<file path="src/rtl/y86_pkg.sv">
// Shared Y86-64 encodings and the pipeline-control state type.
// Latency: none (constants and types only).
// Backpressure: not applicable.
package y86_pkg;

   // Status codes carried down the pipe
   localparam logic [1:0] STAT_AOK = 2'd0;
   localparam logic [1:0] STAT_HLT = 2'd1;
   localparam logic [1:0] STAT_ADR = 2'd2;
   localparam logic [1:0] STAT_INS = 2'd3;

   // Instruction codes
   localparam logic [3:0] I_HALT   = 4'h0;
   localparam logic [3:0] I_NOP    = 4'h1;
   localparam logic [3:0] I_CMOVXX = 4'h2;
   localparam logic [3:0] I_IRMOVQ = 4'h3;
   localparam logic [3:0] I_RMMOVQ = 4'h4;
   localparam logic [3:0] I_MRMOVQ = 4'h5;
   localparam logic [3:0] I_OPQ    = 4'h6;
   localparam logic [3:0] I_JXX    = 4'h7;
   localparam logic [3:0] I_CALL   = 4'h8;
   localparam logic [3:0] I_RET    = 4'h9;
   localparam logic [3:0] I_PUSHQ  = 4'hA;
   localparam logic [3:0] I_POPQ   = 4'hB;

   // "No register" ID
   localparam logic [3:0] RNONE = 4'hF;

   typedef enum logic [1:0] {
      INIT   = 2'd0,
      RUN    = 2'd1,
      HALTED = 2'd2
   } ctrl_state_t;

endpackage

</file>
<file path="src/rtl/pipe_hazard_detect.sv">
// Hazard classification for the Y86-64 pipe: load-use, mispredict, ret pending, exception.
// Latency: purely combinational, zero cycles.
// Backpressure: none; results feed the stall/bubble muxing in pipe_ctrl.
module pipe_hazard_detect
   import y86_pkg::*;
(
   input  logic [3:0] D_icode,
   input  logic [3:0] d_srcA,
   input  logic [3:0] d_srcB,
   input  logic [3:0] E_icode,
   input  logic [3:0] E_dstM,
   input  logic       e_cnd,
   input  logic [3:0] M_icode,
   input  logic [1:0] m_stat,
   input  logic [1:0] W_stat,
   output logic       load_use,
   output logic       mispred,
   output logic       ret_pend,
   output logic       exc
);

   // Classify the current pipeline contents into the four hazard terms
   always_comb begin
      load_use = ((E_icode == I_MRMOVQ) || (E_icode == I_POPQ)) &&
                 (E_dstM != RNONE) &&
                 ((E_dstM == d_srcA) || (E_dstM == d_srcB));
      // Branches are predicted taken, so a not-taken jXX in E is a mispredict
      mispred  = (E_icode == I_JXX) && !e_cnd;
      ret_pend = (D_icode == I_RET) || (E_icode == I_RET) || (M_icode == I_RET);
      exc      = (m_stat != STAT_AOK) || (W_stat != STAT_AOK);
   end

endmodule

</file>
<file path="src/rtl/pipe_ctrl.sv">
// Y86-64 pipeline control: post-reset flush, per-stage stall/bubble, set_cc, terminal halt.
// Latency: controls are combinational from state and inputs; state changes on the next clk edge.
// Backpressure: stalls hold upstream stages; perf counters (PIPE_CTRL_PERF_EN) count RUN cycles only.
module pipe_ctrl
   import y86_pkg::*;
#(
   parameter int FLUSH_CYCLES = 5,
   parameter int CNT_W        = 32
)(
   input  logic             clk,
   input  logic             rst_n,
   input  logic [3:0]       D_icode,
   input  logic [3:0]       d_srcA,
   input  logic [3:0]       d_srcB,
   input  logic [3:0]       E_icode,
   input  logic [3:0]       E_dstM,
   input  logic             e_cnd,
   input  logic [3:0]       M_icode,
   input  logic [1:0]       m_stat,
   input  logic [1:0]       W_stat,
   output logic             F_stall,
   output logic             D_stall,
   output logic             D_bubble,
   output logic             E_bubble,
   output logic             M_bubble,
   output logic             W_stall,
   output logic             W_bubble,
   output logic             set_cc,
   output logic             halted,
   output logic [1:0]       halt_stat,
   output logic [CNT_W-1:0] cycle_cnt,
   output logic [CNT_W-1:0] stall_cnt,
   output logic [CNT_W-1:0] bubble_cnt
);

   localparam int FW = (FLUSH_CYCLES > 1) ? $clog2(FLUSH_CYCLES) : 1;
   localparam logic [FW-1:0] FLUSH_LAST = FW'(FLUSH_CYCLES - 1);

   ctrl_state_t   state_q, state_d;
   logic [FW-1:0] flush_cnt_q, flush_cnt_d;
   logic [1:0]    halt_stat_q, halt_stat_d;

   logic load_use, mispred, ret_pend, exc;

   pipe_hazard_detect u_hazard (
      .D_icode  (D_icode),
      .d_srcA   (d_srcA),
      .d_srcB   (d_srcB),
      .E_icode  (E_icode),
      .E_dstM   (E_dstM),
      .e_cnd    (e_cnd),
      .M_icode  (M_icode),
      .m_stat   (m_stat),
      .W_stat   (W_stat),
      .load_use (load_use),
      .mispred  (mispred),
      .ret_pend (ret_pend),
      .exc      (exc)
   );

   // State, flush counter and captured halt status
   always_ff @(posedge clk or negedge rst_n) begin
      if (!rst_n) begin
         state_q     <= INIT;
         flush_cnt_q <= '0;
         halt_stat_q <= STAT_AOK;
      end else begin
         state_q     <= state_d;
         flush_cnt_q <= flush_cnt_d;
         halt_stat_q <= halt_stat_d;
      end
   end

   // Next state plus per-stage controls; INIT values double as reset values
   always_comb begin
      state_d     = state_q;
      flush_cnt_d = flush_cnt_q;
      halt_stat_d = halt_stat_q;
      F_stall     = 1'b1;
      D_stall     = 1'b0;
      D_bubble    = 1'b1;
      E_bubble    = 1'b1;
      M_bubble    = 1'b1;
      W_stall     = 1'b0;
      W_bubble    = 1'b1;
      set_cc      = 1'b0;
      halted      = 1'b0;
      unique case (state_q)
         INIT: begin
            flush_cnt_d = flush_cnt_q + 1'b1;
            if (flush_cnt_q == FLUSH_LAST) begin
               state_d = RUN;
            end
         end
         RUN: begin
            F_stall  = load_use | ret_pend;
            D_stall  = load_use;
            // Mispredict wins in decode; load-use keeps the ret bubble out of a stalled D
            D_bubble = mispred | (ret_pend & ~load_use);
            E_bubble = mispred | load_use;
            M_bubble = exc;
            W_stall  = (W_stat != STAT_AOK);
            W_bubble = 1'b0;
            set_cc   = (E_icode == I_OPQ) && !exc;
            if (W_stat != STAT_AOK) begin
               state_d     = HALTED;
               halt_stat_d = W_stat;
            end
         end
         HALTED: begin
            F_stall  = 1'b1;
            D_stall  = 1'b1;
            D_bubble = 1'b0;
            E_bubble = 1'b0;
            M_bubble = 1'b0;
            W_stall  = 1'b1;
            W_bubble = 1'b0;
            halted   = 1'b1;
         end
         default: begin
            state_d = INIT;
         end
      endcase
   end

   assign halt_stat = halt_stat_q;

`ifdef PIPE_CTRL_PERF_EN
   // Performance counters advance only while running, wrapping naturally
   always_ff @(posedge clk or negedge rst_n) begin
      if (!rst_n) begin
         cycle_cnt  <= '0;
         stall_cnt  <= '0;
         bubble_cnt <= '0;
      end else if (state_q == RUN) begin
         cycle_cnt <= cycle_cnt + 1'b1;
         if (F_stall) begin
            stall_cnt <= stall_cnt + 1'b1;
         end
         if (D_bubble || E_bubble) begin
            bubble_cnt <= bubble_cnt + 1'b1;
         end
      end
   end
`else
   assign cycle_cnt  = '0;
   assign stall_cnt  = '0;
   assign bubble_cnt = '0;
`endif

endmodule

</file>
<file path="config.mk">
export PLATFORM = sky130hd
export DESIGN_NAME = pipe_ctrl
export DESIGN_NICKNAME = d
export VERILOG_FILES = /design/src/rtl/y86_pkg.sv /design/src/rtl/pipe_hazard_detect.sv /design/src/rtl/pipe_ctrl.sv
export SDC_FILE = /design/constraint.sdc
export NUM_CORES = 1
export LEC_CHECK = 0
export ABC_CLOCK_PERIOD_IN_PS = 4300
export CORE_UTILIZATION = 32
export DETAILED_ROUTE_END_ITERATION = 8
export PLACE_DENSITY = 0.87
export SLEW_MARGIN = 40
export SYNTH_ARGS = -nofsm -noshare
export SYNTH_HDL_FRONTEND = slang
export SYNTH_SLANG_ARGS = --single-unit
</file>
<file path="constraint.sdc">
create_clock -name clk -period 4.3 [get_ports clk]
set_clock_uncertainty 0.05 [all_clocks]
set_input_delay 0.645 -clock clk [delete_from_list [all_inputs] [get_ports clk]]
set_output_delay 0.645 -clock clk [all_outputs]
set_load 0.01 [all_outputs]
</file>
Yosys cells after proc, flatten, opt, wreduce, memory -nomap -nowiden:

Cells that the tools add are included.

* muxes and demuxes: 12
* bitwise operators: 6
* equal/unequal tests: 15
* add/sub/neg operators: 1
* reduce and logical (&&, ||, !) cells: 17

Operators by type and width (count)
* == test 4 bit (second input constant): 4
* == test 4 x 3 -> 1 bit (second input constant): 3
* case mux 1 bit (2 select lines): 5
* == test 4 bit: 2
* case mux 2 bit (3 select lines): 1
* logical OR 1 bit: 5
* logical AND 1 bit: 4
* two-way mux 1 bit: 4
* two-way mux 2 bit: 2
* inequality test 2 bit (second input constant): 2
* inequality test 4 bit (second input constant): 1
* nonzero test 2 bit: 2
* adder 3 x 1 -> 3 bit (second input constant): 1
* == test 3 bit (second input constant): 1
* OR 1 bit: 3
* AND reduction 3 bit: 1
* == test 2 x 1 -> 1 bit (second input constant): 1
* == test 2 bit (second input constant): 1
* logical NOT 1 bit: 2
* logical NOT 2 bit: 1
* inverter 1 bit: 2
* AND reduction 2 bit: 1
* OR reduction 2 bit: 1
* bitwise AND 1 bit: 1

* output and inout bits: 107
* bits in registers: 7
* input bits: 31

Longest topological paths before layout:

Gate-level depths: netlist (run 1).

* word-level depth: 8
* depth in mapped cells: 6
* mapped depth without buffers: 6

Modules after synthesis:

A second synthesis (run 1) with hierarchy kept.

* cell total of the unflattened synthesis: 171
* area, all modules: 1367.6 um^2

Modules (own cells, without submodules)
* pipe_ctrl: area each 1189.9 um^2, times used 1, seq. area each 175.2 um^2, cells each 149
* pipe_hazard_detect: area each 177.7 um^2, times used 1, seq. area each 0.0 um^2, cells each 22

Worst setup path after synthesis (run 1):

No wires, ideal clock.

* path kind: input-to-output
* start point: in E_icode[2]
* end point: out D_stall
* data arrival time: 1.412 ns
* required time: 3.605 ns
* setup slack: 2.193 ns
* stages on the path: 4
* path through: and3b_1 > o211ai_2 > a211o_1 > a21oi_2

* cells in the longest elaborated chain, start to end: 5

RTL lines
* start, declared: RTL line pipe_ctrl.sv:15 `input logic [3:0] E_icode,`
* == test 4 x 3 -> 1 bit or == test 4 bit (tied branches): RTL line pipe_hazard_detect.sv:24 `load_use = ((E_icode == I_MRMOVQ) || (E_icode == I_POPQ)) &&`
* logical OR 1 bit (*): RTL line pipe_hazard_detect.sv:24
* logical AND 1 bit (*): RTL line pipe_hazard_detect.sv:24
* logical AND 1 bit (*): RTL line pipe_hazard_detect.sv:25 `(E_dstM != RNONE) &&`
* case mux 1 bit (2 select lines) (*): RTL line pipe_ctrl.sv:88 `unique case (state_q)`
* end, declared: RTL line pipe_ctrl.sv:22 `output logic D_stall,`

Mark *: on every way between the ends. The rest lies on a longest branch, timed or not.

Final worst setup path (run 1):

* start point: in E_icode[2]
* end point: out D_bubble

* cells in the longest elaborated chain, start to end: 8

RTL lines
* == test 4 x 3 -> 1 bit or == test 4 bit (tied branches): RTL line pipe_hazard_detect.sv:24
* logical OR 1 bit: RTL line pipe_hazard_detect.sv:24
* logical AND 1 bit: RTL line pipe_hazard_detect.sv:24
* logical AND 1 bit: RTL line pipe_hazard_detect.sv:25
* inverter 1 bit: RTL line pipe_ctrl.sv:99 `D_bubble = mispred | (ret_pend & ~load_use);`
* bitwise AND 1 bit: RTL line pipe_ctrl.sv:99
* OR 1 bit (*): RTL line pipe_ctrl.sv:99
* case mux 1 bit (2 select lines) (*): RTL line pipe_ctrl.sv:88
* end, declared: RTL line pipe_ctrl.sv:23 `output logic D_bubble,`

Marks and branches as above.

==> results_dict.tcl, run 1 <==
set metrics [dict create \
    dieArea_um2 4511 \
    max_stage_delay_ns 0.60 \
    vdd_drop_max_uv 118.9 \
    critPathKind "in2out" \
    clockBufferDepth 2 \
    synthTopCellsByCount "96 x buf_4, 12 x nand2_1, 9 x inv_1, 9 x xnor2_1, 7 x dfrtp_1" \
    grt_max_degree 10 \
    crit_end "D_bubble" \
    wl_met3_um 184 \
    endpoint_kind "output pin" \
    cts_buffers 3 \
    die_h_um 67.17 \
    final_nets 251 \
    yosysMostFrequentCell "buf_4" \
    start_kind "input pin" \
    ioPinCount 138 \
    coreArea_um2 4029 \
    final_antenna_net_count 0 \
    maxUsedRoutingLayer "met3" \
    drive_above_1_share_pct 3.286 \
    grt-ovfl-total 0 \
    wirelength_um 2199 \
    crit_path_cell_trace "clkdlybuf4s50_1 > and3b_1 > o211ai_2 > a21oi_1 > o31ai_1 > clkdlybuf4s50_1" \
    fill_cells 426 \
    drt_iter0_markers 54 \
    grt_pass1_vias 741 \
    post-cts-setup-buffer-count 0 \
    yosysSeqAreaShare_pct 12.89 \
    worstReg2RegEnd "state_q[1]$_DFFE_PN0P_" \
    diodes 0 \
    wl_met1_um 796 \
    cts_max_level 1 \
    yosysUniqueCellTypes 30 \
    cts_sinks 7 \
    hold_class "reg2reg" \
    yosysTopAreaCell "buf_4" \
    netlist_area_um2 1359 \
    power_density_nw_per_um2 373.4 \
    clkTransAtPathRegs_ns 0.04 \
    clk_latency_ns 0.22 \
    num_rows 23 \
    drv_slew 0 \
    firstDrtPassIters 4 \
    ys_seq_elements 7 \
    rsz0062_at_grt "false" \
    cts-root-buf "clkbuf_8" \
    die_x_um 67.17 \
    place_congestion 0.8581 \
    max_freq_mhz 311.2 \
    reg2reg_depth 5 \
    synthFlopType "dfrtp_1" \
    wl_met2_um 1217 \
    synth-edff-count 0 \
    p_leak_uw 0.0007602 \
    arrival_ns 2.52 \
    critPathMaxFanout 4 \
    required_ns 3.61 \
    hold_viol 0 \
    holdWs_ns 0.4196 \
    antenna_found_initial 0 \
    synth.area.top_cells "buf_4 53%, dfrtp_1 13%, xnor2_1 5.8%" \
    crit_top_cell "clkdlybuf4s50_1" \
    utilization_pct 37.42 \
    finalCriticalPeriod_ns 3.213 \
    vias_per_cell 3.441 \
    syn_to_final_growth_pct 10.96 \
    ys.warnings.count 0 \
    grt_pass1_wl_um 3160 \
    crit_start "E_icode[2]" \
    tns_ns 0 \
    postCtsHoldBufs 0 \
    start_util_pct 33.73 \
    status "completed" \
    drv_cap 0 \
    finalCritPeriodShare_pct 74.72 \
    critPathSlowestCell "clkdlybuf4s50_1" \
    synth-async-reset-ratio_pct 100.0 \
    finalSetupViolations 0 \
    syn_area_per_cell_um2 7.993 \
    cts_tree "yes" \
    cts_resized 0 \
    io_buffers 41 \
    syn_inst 170 \
    route.vias.total 905 \
    reg2reg_from "state_q[1]$_DFFE_PN0P_" \
    wire_per_inst_um 8.361 \
    track_usage_pct 9.274 \
    r2r_slack_ns 2.71 \
    dp_hpwl_um 1962 \
    synth_top_area_share_pct 53.04 \
    route.detailed.drc 0 \
]
flip-flops by register name (all words and copies together), names as in the netlist:
register,count
state_q,2
halt_stat,2
flush_cnt_q,3
per-stage QoR:
| stage | power [µW] | area (µm²) | cells | worst slack, ns |
|---|---|---|---|---|
| floorplan | 385.1 | 1715 | 265 | 2.193 |
| detailed placement | 474.2 | 1463 | 259 | 1.077 |
| finish | 563.0 | 1508 | 263 | 1.087 |
| global placement | 458.8 | 1463 | 259 | 1.103 |
| global route | 616.2 | 1508 | 263 | 0.9696 |
| CTS | 567.7 | 1508 | 263 | 1.074 |
power breakdown:
group	internal (µW)	leakage [µW]	switching, µW
Combinational	167	0.000653	185
Sequential	99.2	0.0000846	22.5
Clock	63.9	0.0000228	25.6
critical path: cells and delay by family:
family                 cells  cell delay [ns]
buffers and inverters      2             1.12
AOI/OAI and AO/OA          3             0.54
and+or+nand+nor            1             0.21
per-layer routing:
metal / track usage, % / vias up
met5: 0 / -
met2: 18.38 / 65
met3: 2.027 / 0
li1: - / 438
met4: 3.191 / 0
met1: 9.312 / 402
worst min path at each step:
stage,start,end,slack (ns),cells after the start
2_1_floorplan,rst_n,flush_cnt_q[0]$_DFFE_PN0P_,0.30,0
3_3_place_gp,halt_stat[0]$_DFFE_PN0P_,halt_stat[0]$_DFFE_PN0P_,0.41,2
3_5_place_dp,halt_stat[1]$_DFFE_PN0P_,halt_stat[1]$_DFFE_PN0P_,0.41,2
4_1_cts,halt_stat[1]$_DFFE_PN0P_,halt_stat[1]$_DFFE_PN0P_,0.42,2
5_1_grt,halt_stat[1]$_DFFE_PN0P_,halt_stat[1]$_DFFE_PN0P_,0.46,2
6_report,halt_stat[1]$_DFFE_PN0P_,halt_stat[1]$_DFFE_PN0P_,0.42,2
layout by cell type, fill, tap and decap left out, types with 2 or more instances in the layout:
cell type        instances
a21oi_1                  4
clkbuf_8                 3
clkdlybuf4s50_1         41
conb_1                  96
dfrtp_1                  7
ha_1                     6
inv_1                    9
nand2_1                 12
nand4_1                  3
nor4bb_1                 2
o21ai_0                  2
xnor2_1                  9
kinds of logic (layout without fill, tap and decap cells):
logic type | after synthesis | after routing | synth area share (%)
xor+xnor | 10 | 10 | 6.446
mux | 2 | 2 | 1.565
other cells | 1 | 96 | 0.2760
fa+ha+maj | 6 | 6 | 5.525
compound gates | 12 | 12 | 6.170
flops | 7 | 7 | 12.89
simple gates | 26 | 26 | 11.23
buf+inv | 106 | 54 | 55.89
cell type report:
class / count / area, µm² / share of cell area [%]
Multi-Input combinational cell: 152 / 780.7 / 51.78
Timing Repair Buffer: 41 / 410.4 / 27.22
Sequential cell: 7 / 175.2 / 11.62
Tap cell: 50 / 62.56 / 4.149
Clock buffer: 4 / 45.04 / 2.988
Inverter: 9 / 33.78 / 2.241
No activity file was read; power rests on OpenSTA's default activity.
==> run 2, diff against run 1 <==
- ABC_CLOCK_PERIOD_IN_PS: 4300 -> 3200
- CORE_UTILIZATION: 32 -> 30
- PLACE_DENSITY: 0.87 -> 0.83
- clock period: 4.3 -> 3.2 ns (I/O delays scaled with it)
==> run 2 against run 1 <==
Hold slack improved by 0.0064 ns. Sequential share of layout area hardly changed. Critical path depth unchanged. Sequential power is 34% higher. Cell area rose by 0.17%.
==> results_dict.tcl, run 2 (synthesis gave the netlist of run 1 again) <==
set metrics [dict create \
    rsz0062_at_grt "false" \
    grt_pass1_vias 724 \
    io_buffers 41 \
    cts_max_level 1 \
    cts-root-buf "clkbuf_8" \
    status "completed" \
    p_leak_uw 0.0007602 \
    required_ns 2.67 \
    layout_commonest_cell "conb_1" \
    clockBufferDepth 2 \
    final_nets 251 \
    final_antenna_net_count 0 \
    hold_class "reg2reg" \
    p_sw_uw 304.9 \
    p_sw_share_pct 40.85 \
    critPathMaxFanout 3 \
    drv_cap 0 \
    firstDrtPassIters 4 \
    dp.cells 261 \
    grt_pass1_wl_um 3332 \
    syn_to_final_growth_pct 11.14 \
    reg2reg_depth 5 \
    tns_ns 0 \
    p_comb_share_pct 61.3 \
    vias_per_cell 3.494 \
    wire_per_inst_um 7.921 \
    start_util_pct 31.21 \
    dieArea_um2 4802 \
    clk_latency_ns 0.23 \
    post-cts-setup-buffer-count 0 \
    ioPinCount 138 \
    vdd_drop_max_uv 140.4 \
    finalCriticalPeriod_ns 2.861 \
    diodes 0 \
    r2r_slack_ns 1.62 \
    final-instance-count-excl-fill 265 \
    route.detailed.drc 0 \
    crit_start "E_dstM[0]" \
    die_x_um 69.30 \
    reg2reg_from "state_q[1]$_DFFE_PN0P_" \
    place_congestion 0.7518 \
    finalSetupViolations 0 \
    coreArea_um2 4354 \
    postCtsHoldBufs 0 \
    drt_iter0_markers 23 \
    start_kind "input pin" \
    worstReg2RegEnd "state_q[1]$_DFFE_PN0P_" \
    route.vias.total 926 \
    critPathKind "in2out" \
    die_h_um 69.30 \
    multiInputGateArea_um2 780.7 \
    max_freq_mhz 349.5 \
    cts_tree "yes" \
    drive_above_1_share_pct 3.286 \
    cts_resized 0 \
    finalCritPeriodShare_pct 89.40 \
    pwr-share-clk_pct 16.7 \
    mostFrequentLayoutCells "96 x conb_1, 41 x clkdlybuf4s50_1, 12 x nand2_1, 9 x inv_1, 9 x xnor2_1" \
    clkTransAtPathRegs_ns 0.04 \
    endpoint_kind "output pin" \
    antenna_found_initial 0 \
    num_rows 24 \
    power_density_nw_per_um2 494.3 \
    regMostFlops "flush_cnt_q" \
    dp_hpwl_um 1921 \
    seq_power_share_pct 22.0 \
    fill_cells 471 \
    grt_max_degree 10 \
    drv_slew 0 \
    arrival_ns 2.33 \
    cts_buffers 3 \
    wirelength_um 2099 \
    regArea_um2 175.2 \
    crit_end "D_stall" \
    grt-ovfl-total 0 \
    cts_sinks 7 \
    track_usage_pct 8.604 \
    power.internal_uw 441.6 \
    hold_viol 0 \
    largest_register_ff_count 3 \
]
run 2: power by group through the flow:
stage,clock network [µW],registers (µW),logic (µW)
2_1_floorplan,0,166,351
3_3_place_gp,0,164,452
3_5_place_dp,0,167,461
4_1_cts,129,166,462
5_1_grt,135,171,508
6_report,125,164,458
run 2: cell type report:
type / instances / area share [%]
flip-flops and latches: 7 / 11.60
inverters: 9 / 2.237
well taps: 52 / 4.308
repair buffers: 41 / 27.17
clock buffers: 4 / 2.983
multi-input cells: 152 / 51.70
run 2: critical path: stages:
cell and delay (ns):
clkdlybuf4s50_1 0.55, xnor2_1 0.14, nand4_1 0.14, a211o_1 0.34, a21oi_2 0.14, clkdlybuf4s50_1 0.54
run 2: worst min path at each step:
stage / startpoint / end / slack (ns) / cells after the start
CTS: halt_stat[0]$_DFFE_PN0P_ / halt_stat[0]$_DFFE_PN0P_ / 0.44 / 2
finish: halt_stat[0]$_DFFE_PN0P_ / halt_stat[0]$_DFFE_PN0P_ / 0.43 / 2
detailed placement: halt_stat[0]$_DFFE_PN0P_ / halt_stat[0]$_DFFE_PN0P_ / 0.43 / 2
floorplan: rst_n / flush_cnt_q[0]$_DFFE_PN0P_ / 0.13 / 0
global route: flush_cnt_q[2]$_DFFE_PN0P_ / flush_cnt_q[2]$_DFFE_PN0P_ / 0.46 / 1
global placement: halt_stat[0]$_DFFE_PN0P_ / halt_stat[0]$_DFFE_PN0P_ / 0.41 / 2
run 2: through the flow:
stage / utilization, % / hold WS (ns) / total power [µW] / setup WS [ns] / cell area, µm²
after global placement: 33.65 / 0.4094 / 615.8 / 0.3829 / 1465
after floorplan: - / 0.1344 / 517.4 / 1.395 / 1715
after detailed placement: 33.65 / 0.4265 / 628.1 / 0.3463 / 1465
after global routing: 34.68 / 0.4639 / 814.3 / 0.2304 / 1510
after CTS: 34.68 / 0.4369 / 756.4 / 0.3434 / 1510
final: 34.68 / 0.4259 / 746.4 / 0.3391 / 1510
run 2: per-layer routing:
| metal | global-route usage [%] | part of all wire, % | wire length, µm | vias up |
|---|---|---|---|---|
| met5 | 0 | 0 | 0 | - |
| met4 | 5.442 | 2.1 | 44 | 0 |
| met3 | 1.744 | 9.3 | 196 | 4 |
| met2 | 14.56 | 52 | 1092 | 71 |
| met1 | 9.821 | 36 | 766 | 412 |
| li1 | - | - | - | 439 |
==> run 3, diff against run 2 <==
- CORE_MARGIN: not set -> 2
- CTS_BUF_LIST: not set -> sky130_fd_sc_hd__clkbuf_4
==> run 3 against run 2 <==
Hold slack got worse by 0.00094 ns. Fmax barely moved. Combinational power rose by 2%. Core utilization fell by 0.34 points. Critical endpoint unchanged. Largest cell class unchanged.
==> results_dict.tcl, run 3 (synthesis gave the netlist of run 1 again) <==
set metrics [dict create \
    busiest_layer "met2" \
    start_kind "input pin" \
    tns_ns 0 \
    clkTransAtPathRegs_ns 0.05 \
    required_ns 2.67 \
    vdd_drop_max_uv 127.6 \
    dieArea_um2 5084 \
    hold_viol 0 \
    drv_slew 0 \
    antenna_found_initial 0 \
    firstDrtPassIters 4 \
    p_leak_uw 0.0007558 \
    cts_max_level 1 \
    drive_above_1_share_pct 3.756 \
    cts_tree "yes" \
    track_usage_pct 7.744 \
    diodes 0 \
    r2r_slack_ns 1.61 \
    drv_cap 0 \
    crit_top_cell "clkdlybuf4s50_1" \
    crit_start "E_dstM[3]" \
    cts_resized 0 \
    grt_pass1_vias 685 \
    grt_max_degree 10 \
    cts-root-buf "clkbuf_4" \
    post-cts-setup-buffer-count 0 \
    syn_to_final_growth_pct 10.04 \
    final-instance-count-excl-fill 265 \
    vias_per_cell 3.460 \
    rsz0062_at_grt "false" \
    final_nets 251 \
    endpoint_kind "output pin" \
    clockBufferDepth 2 \
    die_h_um 71.30 \
    io_buffers 41 \
    use_met3_pct 1.828 \
    finalCriticalPeriod_ns 2.862 \
    largest_register_ff_count 3 \
    cts_buffers 3 \
    num_rows 24 \
    dp.cells 261 \
    reg2reg_from "state_q[1]$_DFFE_PN0P_" \
    power_density_nw_per_um2 479.6 \
    holdWs_ns 0.4250 \
    grt-ovfl-total 0 \
    start_util_pct 31.21 \
    reg2reg_depth 5 \
    critPathMaxFanout 3 \
    crit_path_cell_trace "clkdlybuf4s50_1 > xnor2_1 > nand4_1 > a211o_1 > a21oi_2 > clkdlybuf4s50_1" \
    postCtsHoldBufs 0 \
    route.detailed.drc 0 \
    wire_per_inst_um 8.743 \
    crit_end "D_stall" \
    cts_sinks 7 \
    finalCritPeriodShare_pct 89.43 \
    critPathKind "in2out" \
    clk_latency_ns 0.25 \
    fill_cells 446 \
    grt_use_met1_pct 8.255 \
    coreArea_um2 4354 \
    ioPinCount 138 \
    layout_commonest_cell "conb_1" \
    finalSetupViolations 0 \
    grt_use_met2_pct 14.51 \
    max_stage_delay_ns 0.54 \
    worstReg2RegEnd "state_q[1]$_DFFE_PN0P_" \
    hold_class "reg2reg" \
    route.vias.total 917 \
    arrival_ns 2.33 \
    wirelength_um 2317 \
    regMostFlops "flush_cnt_q" \
    status "completed" \
    drt_iter0_markers 14 \
    place_congestion 0.8197 \
    dp_hpwl_um 2112 \
    max_freq_mhz 349.4 \
    mostFrequentLayoutCells "96 x conb_1, 41 x clkdlybuf4s50_1, 12 x nand2_1, 9 x inv_1, 9 x xnor2_1" \
    grt_pass1_wl_um 3187 \
    die_x_um 71.30 \
    final_antenna_net_count 0 \
    critPathSlowestCell "clkdlybuf4s50_1" \
]
-- run 3: cell count changes in the layout (fill, tap and decap cells not counted) --
cell,change
clkbuf_4,+4
clkbuf_8,-3
clkbuf_1,-1
-- run 3: cell type report --
cell class | instances | area (µm²) | area share, %
timing repair buffer | 41 | 410.4 | 27.45
sequential | 7 | 175.2 | 11.72
clock buffer | 4 | 30.03 | 2.008
inverter | 9 | 33.78 | 2.259
multi-input combinational | 152 | 780.7 | 52.22
tap | 52 | 65.06 | 4.351
-- run 3: power by group --
group	switching [µW]	total (µW)	leakage, µW	internal, µW
clock network	32.5	88.5	0.0000184	56.0
logic	243	466	0.000653	223
registers	29.7	163	0.0000846	133
total	305	717	0.000756	412
-- run 3: how the worst min path moves through the flow --
| stage | start | to | slack, ns | depth (start not counted) |
|---|---|---|---|---|
| 4_1_cts | halt_stat[1]$_DFFE_PN0P_ | halt_stat[1]$_DFFE_PN0P_ | 0.43 | 2 |
| 3_3_place_gp | halt_stat[0]$_DFFE_PN0P_ | halt_stat[0]$_DFFE_PN0P_ | 0.41 | 2 |
| 2_1_floorplan | rst_n | flush_cnt_q[0]$_DFFE_PN0P_ | 0.13 | 0 |
| 5_1_grt | rst_n | halt_stat[0]$_DFFE_PN0P_ | 0.45 | 1 |
| 3_5_place_dp | halt_stat[1]$_DFFE_PN0P_ | halt_stat[1]$_DFFE_PN0P_ | 0.41 | 2 |
| 6_report | halt_stat[1]$_DFFE_PN0P_ | halt_stat[1]$_DFFE_PN0P_ | 0.43 | 2 |
-- run 3: worst max-delay path, delay by kind of cell --
kind	cells	cell delay, ns
AO/OA/AOI/OAI	2	0.48
XOR/XNOR	1	0.14
AND/OR/NAND/NOR	1	0.15
buffers and inverters	2	1.08
-- run 3: metrics by stage --
step                total power (µW)  util (%)  setup slack (ns)  cell area (µm²)
finish                         717.0     34.34            0.3383             1495
global route                   779.5     34.34            0.2440             1495
CTS                            726.9     34.34            0.3280             1495
detailed placement             632.0     33.65            0.3335             1465
global placement               616.6     33.65            0.3636             1465
floorplan                      517.4         -             1.395             1715
-- run 3: layer usage --
layer	vias to the layer above	share of wire, %
met5	-	0
met4	0	1.3
met3	4	12
met2	74	53
met1	401	34
li1	438	-
